$ cat config.mk
export PLATFORM = sky130hd
export DESIGN_NAME = regfile_wb_arbiter
export DESIGN_NICKNAME = d
export VERILOG_FILES = /design/src/rtl/regfile_wb_arbiter_pkg.sv /design/src/rtl/regfile_wb_arbiter_wb_fifo2.sv /design/src/rtl/regfile_wb_arbiter.sv
export SDC_FILE = /design/constraint.sdc
export NUM_CORES = 1
export LEC_CHECK = 0
export CORE_UTILIZATION = 45
export CTS_CLUSTER_DIAMETER = 40
export DETAILED_ROUTE_END_ITERATION = 8
export GPL_ROUTABILITY_DRIVEN = 0
export PLACE_DENSITY = 0.75
export SLEW_MARGIN = 0
export SYNTH_ARGS = -nofsm -noshare
export SYNTH_HDL_FRONTEND = slang
export SYNTH_HIERARCHICAL = 1
export SYNTH_SLANG_ARGS = --single-unit
$ cat constraint.sdc
create_clock -name clk -period 3.34 [get_ports clk]
set_clock_uncertainty 0.1 [all_clocks]
set_input_delay 0.501 -clock clk [delete_from_list [all_inputs] [get_ports clk]]
set_output_delay 0.501 -clock clk [all_outputs]
set_load 0.005 [all_outputs]
$ cat src/rtl/regfile_wb_arbiter_pkg.sv
// Shared CPU constants and types for the register-file writeback arbiter.
package regfile_wb_arbiter_pkg;

    localparam int unsigned REG_ADDR_W    = 5;
    localparam int unsigned REG_COUNT     = 32;
    localparam int unsigned WB_FIFO_DEPTH = 2;

    typedef logic [REG_ADDR_W-1:0] reg_addr_t;

    typedef enum logic [1:0] {
        WB_NONE = 2'd0,
        WB_ALU  = 2'd1,
        WB_MEM  = 2'd2
    } wb_src_e;

    // Register 0 is hardwired; writes to it are discarded.
    function automatic logic is_r0(input reg_addr_t addr);
        return addr == '0;
    endfunction

endpackage

$ cat src/rtl/regfile_wb_arbiter_wb_fifo2.sv
// Small FIFO holding pending load-return writebacks (addr+data payload).
module wb_fifo2
    import regfile_wb_arbiter_pkg::*;
#(
    parameter int unsigned W = 37
) (
    input  logic         clk,
    input  logic         rst,
    input  logic         push,
    input  logic         pop,
    input  logic [W-1:0] wdata,
    output logic [W-1:0] rdata,
    output logic         full,
    output logic         empty
);

    localparam int unsigned PTR_W = $clog2(WB_FIFO_DEPTH);
    localparam int unsigned CNT_W = $clog2(WB_FIFO_DEPTH + 1);

    logic [W-1:0]     store [WB_FIFO_DEPTH];
    logic [PTR_W-1:0] wr_ptr;
    logic [PTR_W-1:0] rd_ptr;
    logic [CNT_W-1:0] count;
    logic             do_push;
    logic             do_pop;

    always_comb begin
        full    = count == CNT_W'(WB_FIFO_DEPTH);
        empty   = count == '0;
        do_push = push & ~full;
        do_pop  = pop & ~empty;
        rdata   = store[rd_ptr];
    end

    always_ff @(posedge clk or negedge rst) begin
        if (!rst) begin
            wr_ptr <= '0;
            rd_ptr <= '0;
            count  <= '0;
        end else begin
            if (do_push) wr_ptr <= wr_ptr + PTR_W'(1);
            if (do_pop)  rd_ptr <= rd_ptr + PTR_W'(1);
            count <= count + CNT_W'(do_push) - CNT_W'(do_pop);
        end
    end

    // Payload storage needs no reset: validity is tracked by count.
    always_ff @(posedge clk) begin
        if (do_push) store[wr_ptr] <= wdata;
    end

endmodule

$ cat src/rtl/regfile_wb_arbiter.sv
// Arbitrates ALU and load-return writebacks onto one register-file write port,
// with starvation protection for loads and a pending-load hazard scoreboard.
module regfile_wb_arbiter
    import regfile_wb_arbiter_pkg::*;
#(
    parameter int unsigned bit_size     = 32,
    parameter int unsigned STARVE_LIMIT = 4
) (
    input  logic                  clk,
    input  logic                  rst,
    input  logic                  alu_valid,
    input  logic [REG_ADDR_W-1:0] alu_addr,
    input  logic [bit_size-1:0]   alu_data,
    output logic                  alu_stall,
    input  logic                  mem_valid,
    input  logic [REG_ADDR_W-1:0] mem_addr,
    input  logic [bit_size-1:0]   mem_data,
    output logic                  mem_ready,
    input  logic                  issue_valid,
    input  logic [REG_ADDR_W-1:0] issue_addr,
    input  logic [REG_ADDR_W-1:0] chk_addr_1,
    input  logic [REG_ADDR_W-1:0] chk_addr_2,
    output logic                  hazard_1,
    output logic                  hazard_2,
    output logic                  RegWrite,
    output logic [REG_ADDR_W-1:0] Write_addr,
    output logic [bit_size-1:0]   Write_data
);

    localparam int unsigned ENT_W = REG_ADDR_W + bit_size;
    localparam int unsigned CNT_W = $clog2(STARVE_LIMIT + 1);

    logic                 fifo_full;
    logic                 fifo_empty;
    logic                 fifo_push;
    logic                 fifo_pop;
    logic [ENT_W-1:0]     head;
    reg_addr_t            head_addr;
    logic [bit_size-1:0]  head_data;
    logic                 alu_acc;
    wb_src_e              wb_src;
    logic [CNT_W-1:0]     starve_cnt;
    logic [CNT_W-1:0]     starve_cnt_nxt;
    logic [REG_COUNT-1:0] pending;
    logic [REG_COUNT-1:0] pending_nxt;

    wb_fifo2 #(.W(ENT_W)) u_fifo (
        .clk   (clk),
        .rst   (rst),
        .push  (fifo_push),
        .pop   (fifo_pop),
        .wdata ({mem_addr, mem_data}),
        .rdata (head),
        .full  (fifo_full),
        .empty (fifo_empty)
    );

    // Arbitration: ALU first, unless the queued load has waited too long.
    always_comb begin
        head_addr      = head[ENT_W-1 -: REG_ADDR_W];
        head_data      = head[bit_size-1:0];
        alu_stall      = starve_cnt == CNT_W'(STARVE_LIMIT);
        mem_ready      = ~fifo_full;
        alu_acc        = alu_valid & ~alu_stall;
        fifo_pop       = ~fifo_empty & ~alu_acc;
        fifo_push      = mem_valid & ~fifo_full;
        starve_cnt_nxt = (fifo_empty | fifo_pop) ? '0 : starve_cnt + CNT_W'(1);

        wb_src = WB_NONE;
        if (alu_acc && !is_r0(alu_addr)) begin
            wb_src = WB_ALU;
        end else if (fifo_pop && !is_r0(head_addr)) begin
            wb_src = WB_MEM;
        end

        // Clear before set so a same-cycle issue to the same register wins.
        pending_nxt = pending;
        if (fifo_pop)    pending_nxt[head_addr]  = 1'b0;
        if (issue_valid) pending_nxt[issue_addr] = 1'b1;
        pending_nxt[0] = 1'b0;

        hazard_1 = pending[chk_addr_1];
        hazard_2 = pending[chk_addr_2];
    end

    always_ff @(posedge clk or negedge rst) begin
        if (!rst) begin
            starve_cnt <= '0;
            pending    <= '0;
            RegWrite   <= 1'b0;
            Write_addr <= '0;
            Write_data <= '0;
        end else begin
            starve_cnt <= starve_cnt_nxt;
            pending    <= pending_nxt;
            RegWrite   <= wb_src != WB_NONE;
            case (wb_src)
                WB_ALU: begin
                    Write_addr <= alu_addr;
                    Write_data <= alu_data;
                end
                WB_MEM: begin
                    Write_addr <= head_addr;
                    Write_data <= head_data;
                end
                default: ;
            endcase
        end
    end

endmodule

==> results of run 1 <==
==> logic make-up (layout without fill, tap and decap cells) <==
family | after synthesis | count (layout) | synth area share (%)
flops | 150 | 150 | 57.7
mux | 130 | 130 | 25.2
compound gates | 88 | 88 | 7.09
simple gates | 69 | 69 | 5.57
buf+inv | 31 | 189 | 3.07
xor+xnor | 5 | 5 | 0.613
fa+ha+maj | 4 | 4 | 0.701
==> per-stage QoR <==
step           util (%)  worst slack [ns]  instance area [sq um]  instances  power (W)
3_3_place_gp       56.6             0.215                   8700        814    0.00589
3_5_place_dp       56.6             0.184                   8700        814    0.00600
2_1_floorplan         -             0.481                   7140        477    0.00491
5_1_grt            60.4            0.0426                   9290        846    0.00826
6_report           60.4             0.179                   9290        846    0.00786
4_1_cts            60.4             0.172                   9290        846    0.00792
==> cell usage after synthesis, types with 2 or more instances <==
cell type,n,area [sq um]
nand3b_1,8,60.1
a21oi_1,6,30.0
mux2i_1,18,180
nand3_1,13,65.1
nor2b_1,6,37.5
o211ai_1,2,15.0
or3b_2,3,26.3
clkbuf_1,4,15.0
buf_1,2,7.51
mux4_2,6,135
a22oi_1,5,37.5
buf_12,3,60.1
mux2_4,78,1170
nand4_1,3,18.8
and3_1,2,12.5
nand2b_1,6,37.5
xnor2_1,4,35.0
nand2_1,7,26.3
o21ai_0,62,310
dfrtp_1,76,1900
edfxtp_1,74,2220
or3_1,5,31.3
ha_1,4,50.1
nor3_1,2,10.0
nor2_1,9,33.8
a211oi_1,2,15.0
buf_6,6,67.6
o2111ai_1,2,17.5
mux2_2,27,304
inv_1,11,41.3
a22o_1,2,17.5
buf_2,4,20.0
==> metal layers <==
layer | vias up | wire length, um | track usage [%]
met5 | - | 0 | 0
met4 | 0 | 226 | 8.44
met3 | 21 | 1060 | 5.51
met2 | 180 | 8080 | 34.7
met1 | 2236 | 6620 | 24.6
li1 | 2092 | - | -
==> final cells by class <==
| class | instances | area [sq um] |
|---|---|---|
| Fill cell | 1145 | 6090 |
| Multi-Input combinational cell | 296 | 2810 |
| Clock buffer | 23 | 488 |
| Inverter | 11 | 41.3 |
| Tap cell | 211 | 264 |
| Sequential cell | 150 | 4130 |
| Clock inverter | 9 | 98.8 |
| Timing Repair Buffer | 146 | 1460 |
==> sequential cells by signal, summed over array words and instances, names as in the netlist <==
signal	cells
Write_addr	5
pending	31
u_fifo/store	74
u_fifo/count	2
u_fifo/rd_ptr	1
RegWrite	1
starve_cnt	3
u_fifo/wr_ptr	1
Write_data	32
==> worst reg2reg max path, cell delays in order (launching register included) <==
cell and delay (ns):
dfrtp_2 0.46, mux2_2 0.46, or3_4 0.40, o211a_2 0.45, buf_12 0.26, mux2_4 0.32
mux2_4 0.26
==> worst max-delay path by stage <==
stage,cells after the start,to,from,slack (ns)
finish,6,hazard_2,chk_addr_2[2],0.18
global route,6,hazard_1,chk_addr_1[0],0.04
CTS,6,hazard_2,chk_addr_2[0],0.17
detailed placement,6,hazard_2,chk_addr_2[0],0.18
global placement,6,hazard_2,chk_addr_2[0],0.22
floorplan,5,u_fifo/store[0][0]$_DFFE_PP_,u_fifo/count[1]$_DFF_PN0_,0.48
==> power breakdown <==
group	switching [W]	internal, W	total (W)	leakage (nW)
Sequential	0.000413	0.00265	0.00307	1.58
Clock	0.000703	0.00117	0.00187	0.286
Combinational	0.00119	0.00173	0.00292	1.84
==> reports/results.tsv, run 1 <==
stage	metric	value	unit
floorplan	die_h	128	um
final_layout	mostFrequentLayoutCell	clkdlybuf4s50_1	
worst_setup_path	path_cells	clkdlybuf4s50_1, mux2i_1, a211oi_1, nand3_1, nand4_1, clkdlybuf4s50_1	
clocking	root_buffer	clkbuf_16	
floorplan	die_w	128	um
yosys	synth_seq_cells	150	
clocking	clock-sinks	150	
sta	whs	0.156	ns
drt	routedWlPerCell	18.9	um
yosys	synth-main-ff-cell	dfrtp_1	
worst_setup_path	cp_top_family	buffers and inverters	
clocking	clk_latency	0.42	ns
clocking	h-tree-depth	4	
sta	rsz0062_at_grt	no	
yosys	syn_area	7140	sq um
final_layout	diodes	0	
hold_path	hp-class	in2async	
drt	viasPerCell	5.35	
clocking	clk_pin_slew	0.05	ns
worst_setup_path	critPathSlowestCell	clkdlybuf4s50_1	
worst_setup_path	critPathMaxFanout	12	
worst_setup_path	reg2reg_slack	0.52	ns
drt	vias	4529	
floorplan	io_pins	136	
floorplan	core_area	15400	sq um
yosys	synth_cell_type_count	47	
grt	grt_max_degree	77	
clocking	post_cts_buffers	0	
status	outcome	finished, final reports clean	
sta	relSlewSlack	31.5	%
sta	fmax	0.316	GHz
yosys	synth_fp_nets	575	
worst_setup_path	cp_num_buf_inv	2	
clocking	cts_buffer_depth	2	
final_layout	layout-drive-gt1-share	26.0	%
sta	fin_crit_sh	94.6	%
clocking	cts_buffers	17	
yosys	async_flop_share	50.7	%
drt	drt_iter0_markers	287	
sta	finalHoldViolations	0	
drt	wl	16.0	mm
sta	period_needed	3.16	ns
sta	finalSetupViolCount	0	
sta	tightest_slew	1.03	ns
worst_setup_path	critPathArrivalTime	2.56	ns
worst_setup_path	r2r-start	u_fifo/rd_ptr$_DFFE_PN0P_	
worst_setup_path	path_class	in2out	
worst_setup_path	rr_worst_depth	6	
sta	slew_viol_final	0	
grt	grt_use_total	20.4	%
worst_setup_path	end_kind	output pin	
grt	antenna_found_initial	0	
power_and_ir_drop	power.leakage	3.71	nW
worst_setup_path	crit_required	2.74	ns
clocking	post_cts_resized	0	
drt	ant_nets	0	
run	maxCapViolCount	0	
grt	globalRouteOverflowTotal	0	
worst_setup_path	slowest_delay	0.87	ns
floorplan	start_util	46.5	%
drt	first_pass_iters	4	
grt	grt_pass1_wl	25.2	mm
placement	numPortBuffers	135	
final_layout	synthToLayoutAreaGrowth	30.0	%
power_and_ir_drop	power_density	847	nW/um^2
worst_setup_path	cp_common_cell	clkdlybuf4s50_1	
grt	grt_pass1_vias	4836	
drt	route.detailed.drc	0	
power_and_ir_drop	ir_drop	0.491	mV
floorplan	rows	45	
yosys	syn_area_per_cell	15.0	sq um
clocking	tritoncts	yes	
sta	fin_tns_setup	0	ns
clocking	cts_hold_buf	0	
yosys	synth-seq-area-share	57.7	%
final_layout	final_net_count	720	
yosys	postSynthCellCount	477	
yosys	ys_warn_count	6	
floorplan	dieArea	16400	sq um
yosys	synth_edf_count	74	
placement	post-dp-hpwl	11.0	mm
worst_setup_path	rr_endpoint	Write_data[16]$_DFFE_PN0P_	
final_layout	final_cell_mix	134 x clkdlybuf4s50_1, 78 x mux2_4, 75 x dfrtp_1	
worst_setup_path	startpoint_type	input port	
(Power assumes the default switching activity.)
==> inputs of run 2 (changes only) <==
Settings changed: ABC_AREA set to 0, CORE_MARGIN set to 4.
==> reports/results.tsv, run 2 (same netlist as run 1, synthesis figures left out) <==
stage	metric	value	unit
drt	wl	16.3	mm
sta	rsz0062_at_grt	no	
clocking	root_buffer	clkbuf_16	
status	outcome	finished, final reports clean	
sta	fin_tns_setup	0	ns
floorplan	core_area	15400	sq um
drt	viasPerCell	5.51	
grt	grt_pass1_wl	26.3	mm
sta	period_needed	3.18	ns
worst_setup_path	path_cells	clkdlybuf4s50_1, mux4_2, nand2b_1, o211ai_1, nand4_1, clkdlybuf4s50_1	
clocking	cts_hold_buf	0	
floorplan	die_h	134	um
final_layout	final_cell_mix	133 x clkdlybuf4s50_1, 78 x mux2_4, 75 x dfrtp_1	
final_layout	diodes	0	
final_layout	top_regs	u_fifo/store x74, Write_data x32, pending x31	
worst_setup_path	cp_common_cell	clkdlybuf4s50_1	
power_and_ir_drop	ir_drop	0.466	mV
sta	finalSetupViolCount	0	
sta	tightest_slew	1.01	ns
final_layout	final_net_count	719	
floorplan	dieArea	18000	sq um
floorplan	start_util	46.5	%
final_layout	layout-drive-gt1-share	25.6	%
worst_setup_path	critPathSlowestCell	clkdlybuf4s50_1	
clocking	clk_latency	0.42	ns
floorplan	rows	45	
placement	numPortBuffers	135	
sta	fmax	0.314	GHz
clocking	h-tree-depth	4	
sta	relSlewSlack	32.6	%
clocking	cts_buffer_depth	2	
floorplan	die_w	134	um
clocking	post_cts_buffers	0	
grt	grt_pass1_vias	5063	
hold_path	hp-class	in2async	
clocking	clock-sinks	150	
floorplan	io_pins	136	
worst_setup_path	path_class	in2out	
clocking	clk_pin_slew	0.06	ns
worst_setup_path	cp_num_buf_inv	2	
worst_setup_path	startpoint_type	input port	
worst_setup_path	critPathArrivalTime	2.58	ns
worst_setup_path	cp_top_family	buffers and inverters	
grt	grt_max_degree	77	
worst_setup_path	crit_required	2.74	ns
power_and_ir_drop	power.leakage	3.74	nW
power_and_ir_drop	power_density	861	nW/um^2
final_layout	largest-register	u_fifo/store	
grt	antenna_found_initial	1	
sta	slew_viol_final	0	
placement	post-dp-hpwl	11.4	mm
final_layout	mostFrequentLayoutCell	clkdlybuf4s50_1	
worst_setup_path	end_kind	output pin	
sta	finalHoldViolations	0	
sta	fin_crit_sh	95.2	%
grt	grt_use_total	18.8	%
final_layout	synthToLayoutAreaGrowth	30.7	%
grt	globalRouteOverflowTotal	0	
drt	ant_nets	0	
drt	first_pass_iters	5	
drt	routedWlPerCell	19.3	um
run	maxCapViolCount	0	
final_layout	fin_util	60.7	%
clocking	post_cts_resized	0	
final_layout	fillers	1143	
clocking	cts_buffers	17	
worst_setup_path	critPathMaxFanout	7	
drt	vias	4660	
drt	route.detailed.drc	0	
clocking	tritoncts	yes	
drt	drt_iter0_markers	329	
final_layout	largest_register_ffs	74	
worst_setup_path	slowest_delay	0.66	ns
## run 2: worst paths after layout
kind	cells after the start	slack [ns]	from	to
worst max-delay path	6	0.16	chk_addr_1[0]	hazard_1
worst min-delay path	1	0.16	rst	Write_data[10]$_DFFE_PN0P_
worst max register to register	6	0.45	u_fifo/rd_ptr$_DFFE_PN0P_	Write_data[14]$_DFFE_PN0P_
worst min register to register	1	0.39	starve_cnt[0]$_DFF_PN0_	starve_cnt[0]$_DFF_PN0_
max in group asynchronous	1	2.29	rst	u_fifo/rd_ptr$_DFFE_PN0P_
min in group clk	1	0.39	starve_cnt[0]$_DFF_PN0_	starve_cnt[0]$_DFF_PN0_
## run 2: stage by stage
step / area, sq um / setup slack, ns / std cells / power (W) / hold WS, ns
after floorplan: 7140 / 0.481 / 477 / 0.00491 / 0.105
final: 9340 / 0.160 / 845 / 0.00804 / 0.159
after detailed placement: 8700 / 0.154 / 813 / 0.00602 / 0.377
after CTS: 9340 / 0.153 / 845 / 0.00811 / 0.192
after global routing: 9340 / 0.0604 / 845 / 0.00847 / 0.229
after global placement: 8700 / 0.215 / 813 / 0.00591 / 0.355
## run 2: report_power, final
part	switching [W]	leakage [nW]	internal, W
clock	0.000698	0.309	0.00134
combinational	0.00118	1.84	0.00174
sequential	0.000422	1.58	0.00265
total	0.00230	3.74	0.00574
## run 2: area by class of cell
cell class / count / area (sq um) / area share (%)
clock buffer: 22 / 454 / 4.86
clock inverter: 10 / 178 / 1.90
inverter: 11 / 41.3 / 0.442
multi-input combinational: 296 / 2810 / 30.1
sequential: 150 / 4130 / 44.2
tap: 211 / 264 / 2.83
timing repair buffer: 145 / 1460 / 15.7
## run 2: metal layers
layer  vias to the layer above  global-route usage, %  wire (um)
met5                         -                      0          8
met4                         2                   7.31        343
met3                        33                   6.23       1320
met2                       220                   31.4       7960
met1                      2308                   22.6       6650
li1                       2097                      -          -
==> inputs of run 3 (changes only) <==
Settings changed: CORE_UTILIZATION 45 to 30, CTS_CLUSTER_DIAMETER 40 to unset, PLACE_DENSITY 0.75 to 0.55, SKIP_LAST_GASP set to 1.
==> reports/results.tsv, run 3 (same netlist as run 1, synthesis figures left out) <==
stage	metric	value	unit
worst_setup_path	critPathMaxFanout	7	
clocking	cts_hold_buf	0	
worst_setup_path	crit_required	2.74	ns
power_and_ir_drop	power.leakage	3.74	nW
final_layout	top_regs	u_fifo/store x74, Write_data x32, pending x31	
final_layout	seq_area	4130	sq um
sta	slew_viol_final	0	
placement	post-dp-hpwl	12.4	mm
drt	routed.top_layer	met5	
drt	wl	17.2	mm
drt	wl_met2	8.21	mm
drt	wl_met1	7.24	mm
clocking	cts_buffer_depth	2	
clocking	root_buffer	clkbuf_16	
worst_setup_path	cp_common_cell	clkdlybuf4s50_1	
sta	rsz0062_at_grt	no	
grt	antenna_found_initial	3	
worst_setup_path	end_kind	output pin	
final_layout	layout-drive-gt1-share	26.6	%
grt	grt_pass1_wl	27.6	mm
clocking	clock-sinks	150	
sta	fin_tns_setup	0	ns
sta	fin_crit_sh	94.9	%
drt	routedWlPerCell	18.0	um
status	outcome	finished, final reports clean	
drt	drt_iter0_markers	225	
final_layout	final_net_count	721	
floorplan	start_util	30.4	%
clocking	post_cts_buffers	0	
grt	globalRouteOverflowTotal	0	
final_layout	multi_input_area	2810	sq um
worst_setup_path	startpoint_type	input port	
clocking	tritoncts	yes	
final_layout	synthToLayoutAreaGrowth	32.5	%
worst_setup_path	slowest_delay	0.66	ns
worst_setup_path	path_class	in2out	
final_layout	fillers	2154	
final_layout	diodes	0	
grt	grt_pass1_vias	5137	
clocking	clk_latency	0.41	ns
clocking	cts_buffers	17	
floorplan	die_h	162	um
hold_path	hp-class	in2async	
floorplan	core_area	23500	sq um
clocking	post_cts_resized	0	
final_layout	largest_register_ffs	74	
drt	ant_nets	0	
run	maxCapViolCount	0	
grt	grt_use_total	13.4	%
drt	first_pass_iters	5	
power_and_ir_drop	power_density	835	nW/um^2
floorplan	dieArea	26300	sq um
worst_setup_path	path_cells	clkdlybuf4s50_1, mux4_2, nand2b_1, o211ai_1, nand4_1, clkdlybuf4s50_1	
power_and_ir_drop	ir_drop	0.358	mV
floorplan	die_w	162	um
final_layout	mostFrequentLayoutCell	clkdlybuf4s50_1	
final_layout	fin_util	40.3	%
floorplan	io_pins	136	
placement	numPortBuffers	135	
sta	period_needed	3.17	ns
drt	viasPerCell	4.71	
sta	finalSetupViolCount	0	
sta	fmax	0.316	GHz
drt	vias	4497	
sta	tightest_slew	1.03	ns
drt	route.detailed.drc	0	
drt	dr_wl_met3	1.43	mm
worst_setup_path	critPathSlowestCell	clkdlybuf4s50_1	
clocking	clk_pin_slew	0.06	ns
grt	grt_max_degree	77	
sta	relSlewSlack	31.0	%
clocking	h-tree-depth	4	
worst_setup_path	critPathArrivalTime	2.57	ns
floorplan	rows	56	
final_layout	final_cell_mix	134 x clkdlybuf4s50_1, 78 x mux2_4, 75 x dfrtp_1	
sta	finalHoldViolations	0	
final_layout	largest-register	u_fifo/store	
==> run 3: cell count changes in the layout (fill, tap and decap cells not counted), sizes merged <==
cell	previous run	this run
buf	11	13
bufinv	5	0
clkbuf	22	24
clkdlybuf4s50	133	134
clkinv	5	2
dlymetal6s2s	1	0
inv	11	17
==> run 3: report_power, final <==
| group | switching [W] | internal [W] | leakage (nW) |
|---|---|---|---|
| combinational | 0.00119 | 0.00176 | 1.85 |
| sequential | 0.000419 | 0.00265 | 1.58 |
| clock | 0.000736 | 0.00114 | 0.305 |
==> run 3: path summary, 6_finish.rpt <==
kind	depth (start not counted)	to	from	slack (ns)
setup / recovery	6	hazard_1	chk_addr_1[0]	0.17
hold / removal	1	Write_data[21]$_DFFE_PN0P_	rst	0.17
max in group asynchronous	1	u_fifo/rd_ptr$_DFFE_PN0P_	rst	2.25
setup reg to reg	6	Write_data[10]$_DFFE_PN0P_	u_fifo/rd_ptr$_DFFE_PN0P_	0.52
hold reg to reg	1	starve_cnt[0]$_DFF_PN0_	starve_cnt[0]$_DFF_PN0_	0.37
min in group clk	1	starve_cnt[0]$_DFF_PN0_	starve_cnt[0]$_DFF_PN0_	0.37
==> run 3: layout make-up <==
class	count	area share (%)
multi-input cells	296	29.7
repair buffers	147	15.7
inverters	11	0.436
well taps	319	4.22
clock buffers	24	5.75
flip-flops and latches	150	43.6
clock inverters	8	0.555
==> run 3: critical path: cells and delay by family <==
kind	cells	cell delay, ns
buffers and inverters	2	1.12
multiplexers	1	0.55
AND/OR/NAND/NOR	2	0.28
AO/OA/AOI/OAI	1	0.12
==> run 3: per-layer routing <==
metal | up-vias | GRT usage (%)
met2 | 156 | 21.7
met4 | 6 | 4.15
met1 | 2206 | 16.3
met3 | 29 | 5.56
li1 | 2100 | -
met5 | - | 0
==> run 3: metrics by stage <==
| stage | instance area [sq um] | hold slack (ns) | instances | worst slack [ns] | total power [W] |
|---|---|---|---|---|---|
| 3_3_place_gp | 8870 | 0.353 | 923 | 0.178 | 0.00601 |
| 5_1_grt | 9460 | 0.232 | 955 | 0.0710 | 0.00838 |
| 4_1_cts | 9460 | 0.193 | 955 | 0.172 | 0.00801 |
| 2_1_floorplan | 7140 | 0.105 | 477 | 0.481 | 0.00491 |
| 6_report | 9460 | 0.167 | 955 | 0.171 | 0.00790 |
| 3_5_place_dp | 8870 | 0.369 | 923 | 0.178 | 0.00608 |
==> RTL edit 1, RTL diff (flow settings as in run 1) <==
Set the package constant `REG_COUNT` to 16 (it was 32).
--- a/src/rtl/regfile_wb_arbiter_pkg.sv
+++ b/src/rtl/regfile_wb_arbiter_pkg.sv
@@ -2,7 +2,7 @@
 package regfile_wb_arbiter_pkg;
 
     localparam int unsigned REG_ADDR_W    = 5;
-    localparam int unsigned REG_COUNT     = 32;
+    localparam int unsigned REG_COUNT     = 16;
     localparam int unsigned WB_FIFO_DEPTH = 2;
 
     typedef logic [REG_ADDR_W-1:0] reg_addr_t;
Behaviour: not the same (Yosys sat finds a counterexample within 4 cycles, from zero or initial values and one cycle with rst low).
==> RTL edit 1 against run 1 <==
- area after synthesis is 18% lower
- power is 14% lower
- register-to-register slack better by 30 ps
- worst setup slack better by 190 ps
- clock power is 3% lower
- sequential cell count is 16 lower
- final area is 14% lower
- wire length is 14% lower
==> RTL edit 1: results (changes against run 1) <==
* Sequential element share of the synthesized area at 0.633 (+0.0561)
* Outcome: complete, no violations
* Syn avg cell area at 13.1 um^2 (-13%)
* Drt total wl at 13.8 mm (-14%)
* Dpl cells at 745 (-8.5%)
* CP Capture Point: hazard_1
* Worst IR Drop VDD at 0.000479 V (-2.5%)
* M1 GR Usage at 0.266 (+0.0202)
* Yosys warns at 6 (unchanged)
* All-layer global routing usage at 0.220 (+0.0158)
* Setup slack, reg-to-reg at 550 ps (+30 ps)
* CP arrival at 2370 ps (-190 ps)
* Clock root cell: clkbuf_16
* Number of DRC markers in iteration 0 at 193 (-33%)
* Synth async-reset ratio at 0.448 (-0.0589)
* Xor/xnor share of the synthesized area at 0.00745 (+0.00132)
* Post-synthesis adder-cell area fraction at 0.00851 (+0.00151)
* First-pass GRT wire length at 21.9 mm (-13%)
* Layout cells sized above 1 at 0.160 (-0.0998)
* Setup violators final at 0 (unchanged)
* Post-synthesis mux area share at 0.114 (-0.138)
* Post-synthesis compound-gate area fraction at 0.0947 (+0.0238)
* Layout Cells excl Fill at 778 (-8.0%)
* Top post-synthesis cells by area: edfxtp_1 38%, dfrtp_1 26%, mux2_4 5.1%, a21oi_1 4.8%, nand2_1 3.9%
* Synth top cells by count: 74 x edfxtp_1, 61 x nand2_1, 60 x dfrtp_1
* Largest net degree at the start of global routing at 38 (-51%)
* Buffers added on ports at 133 (-1.5%)
* FF-to-FF End: Write_addr[1]
* Pleak at 3.13 nW (-15%)
* Top flop regs: u_fifo/store (74), Write_data (32), pending (15)
* Cts bufs inserted at 17 (unchanged)
* Area after DPL at 0.00738 mm^2 (-15%)
* Fill count at 989 (-14%)
* Fin nets at 691 (-4.0%)
* Library cells used by synthesis at 45 (-4.3%)
* Max_slew headroom at 0.567 (+0.252)
* Max Root-Sink Buffers at 2 (unchanged)
* Met3 global-route usage at 0.0607 (+0.00562)
* Fmax at 337 MHz (+6.5%)
* Most used DFF post-synth: edfxtp_1
* Critical-path maximum fanout at 5 (-7)
* Place WS at 373 ps (+189 ps)
* Syn_nets at 548 (-4.7%)
* CP startpoint: chk_addr_1[2]
* Min-Delay Path Class: flip-flop to flip-flop
* Post-synth EDFFs at 74 (unchanged)
* DR vias/cell at 5.31 (-0.86%)
* Max-slew violations at 0 (unchanged)
* Vias in the first global route at 4324 (-11%)
* HPWL Detailed at 9.56 mm (-13%)
* 1st-pass router iterations at 5 (+1)
* Global routing usage on met2 at 0.374 (+0.0271)
==> RTL edit 1: worst min-delay path by stage <==
| stage | startpoint | to | slack [ps] | cells after the start |
|---|---|---|---|---|
| after CTS | starve_cnt[0] | starve_cnt[0] | 390 | 1 |
| final | starve_cnt[0] | starve_cnt[0] | 380 | 1 |
| after detailed placement | starve_cnt[0] | starve_cnt[0] | 380 | 1 |
| after floorplan | rst | RegWrite | 110 | 0 |
| after global routing | starve_cnt[0] | starve_cnt[0] | 410 | 1 |
| after global placement | starve_cnt[0] | starve_cnt[0] | 360 | 1 |
==> RTL edit 1: critical path, stage by stage <==
cell             delay (ps)
clkdlybuf4s50_1         600
mux4_2                  530
mux2i_1                 140
nand2_1                  70
o21a_1                   90
clkdlybuf4s50_1         430
==> RTL edit 1: per-layer routing <==
layer  routed length, um  vias to the layer above
met1                5640                     2024
met2                6930                      154
met5                   0                        -
met3                 984                       20
met4                 244                        0
li1                    -                     1931
==> RTL edit 1: layout make-up <==
class / instances / area, um^2 / share of cell area
clock buffers: 24 / 536 / 0.0671
clock inverters: 8 / 57.6 / 0.00721
inverters: 7 / 26.3 / 0.00329
multi-input cells: 288 / 1980 / 0.248
flip-flops and latches: 134 / 3720 / 0.467
well taps: 172 / 215 / 0.0270
repair buffers: 145 / 1440 / 0.181
==> RTL edit 1: repair_timing <==
| action | 4_1_cts | 5_1_grt |
|---|---|---|
| hold buffers | 1 | 0 |
| buffers inserted | 0 | 0 |
| hold endpoints to repair | 17 | 0 |
==> RTL edit 1: report_power, final <==
group / total (mW) / internal, mW / switching (mW)
Combinational: 2.27 / 1.24 / 1.03
Sequential: 2.65 / 2.35 / 0.306
Clock: 1.81 / 1.13 / 0.682
==> RTL edit 2, RTL diff (flow settings as in run 1) <==
Made on the original files. Reset style: synchronous (`rst`), changed in 2 clocked blocks.
--- a/src/rtl/regfile_wb_arbiter_wb_fifo2.sv
+++ b/src/rtl/regfile_wb_arbiter_wb_fifo2.sv
@@ -32,7 +32,7 @@
         rdata   = store[rd_ptr];
     end
 
-    always_ff @(posedge clk or negedge rst) begin
+    always_ff @(posedge clk) begin
         if (!rst) begin
             wr_ptr <= '0;
             rd_ptr <= '0;
--- a/src/rtl/regfile_wb_arbiter.sv
+++ b/src/rtl/regfile_wb_arbiter.sv
@@ -83,7 +83,7 @@
         hazard_2 = pending[chk_addr_2];
     end
 
-    always_ff @(posedge clk or negedge rst) begin
+    always_ff @(posedge clk) begin
         if (!rst) begin
             starve_cnt <= '0;
             pending    <= '0;
Check against the original RTL: differs if rst is asserted again (counterexample within 4 cycles, from zero or initial values and one cycle with rst low); with rst held inactive, the same outputs for 4 cycles.
==> RTL edit 2 against run 1 <==
- final area fell by 4.5%
- wire length increased by 3.3%
- worst setup slack gained 11 ps
- power shrank 27%
- synthesized cell count grew 28%
- area after synthesis down 5.2%
- sequential cell count increased by 1
- worst hold slack gained 220 ps
==> RTL edit 2: results (changes against run 1) <==
* Outcome: complete, no violations
* Place WS at 197 ps (+12.4 ps)
* M1 GR Usage at 0.255 (+0.00857)
* CP arrival at 2550 ps (about the same)
* Most used DFF post-synth: dfxtp_1
* All-layer global routing usage at 0.220 (+0.0154)
* Register bit total from synthesis at 151 (+0.67%)
* Drt total wl at 16.5 mm (+3.3%)
* Synth async-reset ratio at 0 (-0.507)
* Fill count at 1134 (-0.96%)
* Synth top cells by count: 107 x nand2_1, 77 x dfxtp_1, 74 x edfxtp_1
* Worst Tran Pin Value at 648 ps (-380 ps)
* Tapcell count at 184 (-13%)
* Syn avg cell area at 11.1 um^2 (-26%)
* HPWL Detailed at 11.8 mm (+6.8%)
* Seq area share at 0.425 (-0.0197)
* Met3 global-route usage at 0.0597 (+0.00462)
* CP max stage delay at 660 ps (-210 ps)
* First-pass GRT wire length at 27.1 mm (+7.3%)
* Final core utilization at 0.608 (+0.00373)
* Non-CTS buffers at 150 (+2.7%)
* Largest net degree at the start of global routing at 40 (-48%)
* Clock buffers at 18 (-22%)
* Worst IR Drop VDD at 0.000381 V (-22%)
* Metal-1 WL at 6.70 mm (+1.2%)
* Global routing usage on met2 at 0.385 (+0.0382)
* Layout cells sized above 1 at 0.124 (-0.136)
* DR vias/cell at 5.58 (+4.2%)
* Critical-path maximum fanout at 7 (-5)
* Count of multi-input gates at 412 (+39%)
* Fraction of area in multi-input gates at 0.311 (+0.00806)
* Fin nets at 841 (+17%)
* Vias in the first global route at 5488 (+13%)
* Sequential element share of the synthesized area at 0.556 (-0.0216)
* Min-Delay Path Class: flip-flop to flip-flop
* Library cells used by synthesis at 43 (-8.5%)
## RTL edit 2: kinds of logic (layout without fill, tap and decap cells)
| family | after synthesis | after routing | synth area share |
|---|---|---|---|
| AOI/OAI and AO/OA | 163 | 163 | 0.148 |
| xor gates and xnor gates | 3 | 3 | 0.00388 |
| adders and majority gates | 4 | 4 | 0.00739 |
| buffers and inverters | 46 | 193 | 0.0388 |
| DFF | 151 | 151 | 0.556 |
| muxes | 62 | 62 | 0.126 |
| and+or+nand+nor | 180 | 180 | 0.120 |
## RTL edit 2: power by group
part | switching, mW | internal (mW)
registers | 0.146 | 2.32
logic | 0.731 | 0.728
clock network | 0.747 | 1.10
total | 1.62 | 4.15
## RTL edit 2: worst paths after layout
kind | slack [ps] | to | from | cells past startpoint
max | 190 | hazard_1 | chk_addr_1[0] | 6
min | 380 | Write_data[27] | Write_data[27] | 2
max reg2reg | 830 | u_fifo/count[1] | starve_cnt[0] | 11
min reg2reg | 380 | Write_data[27] | Write_data[27] | 2
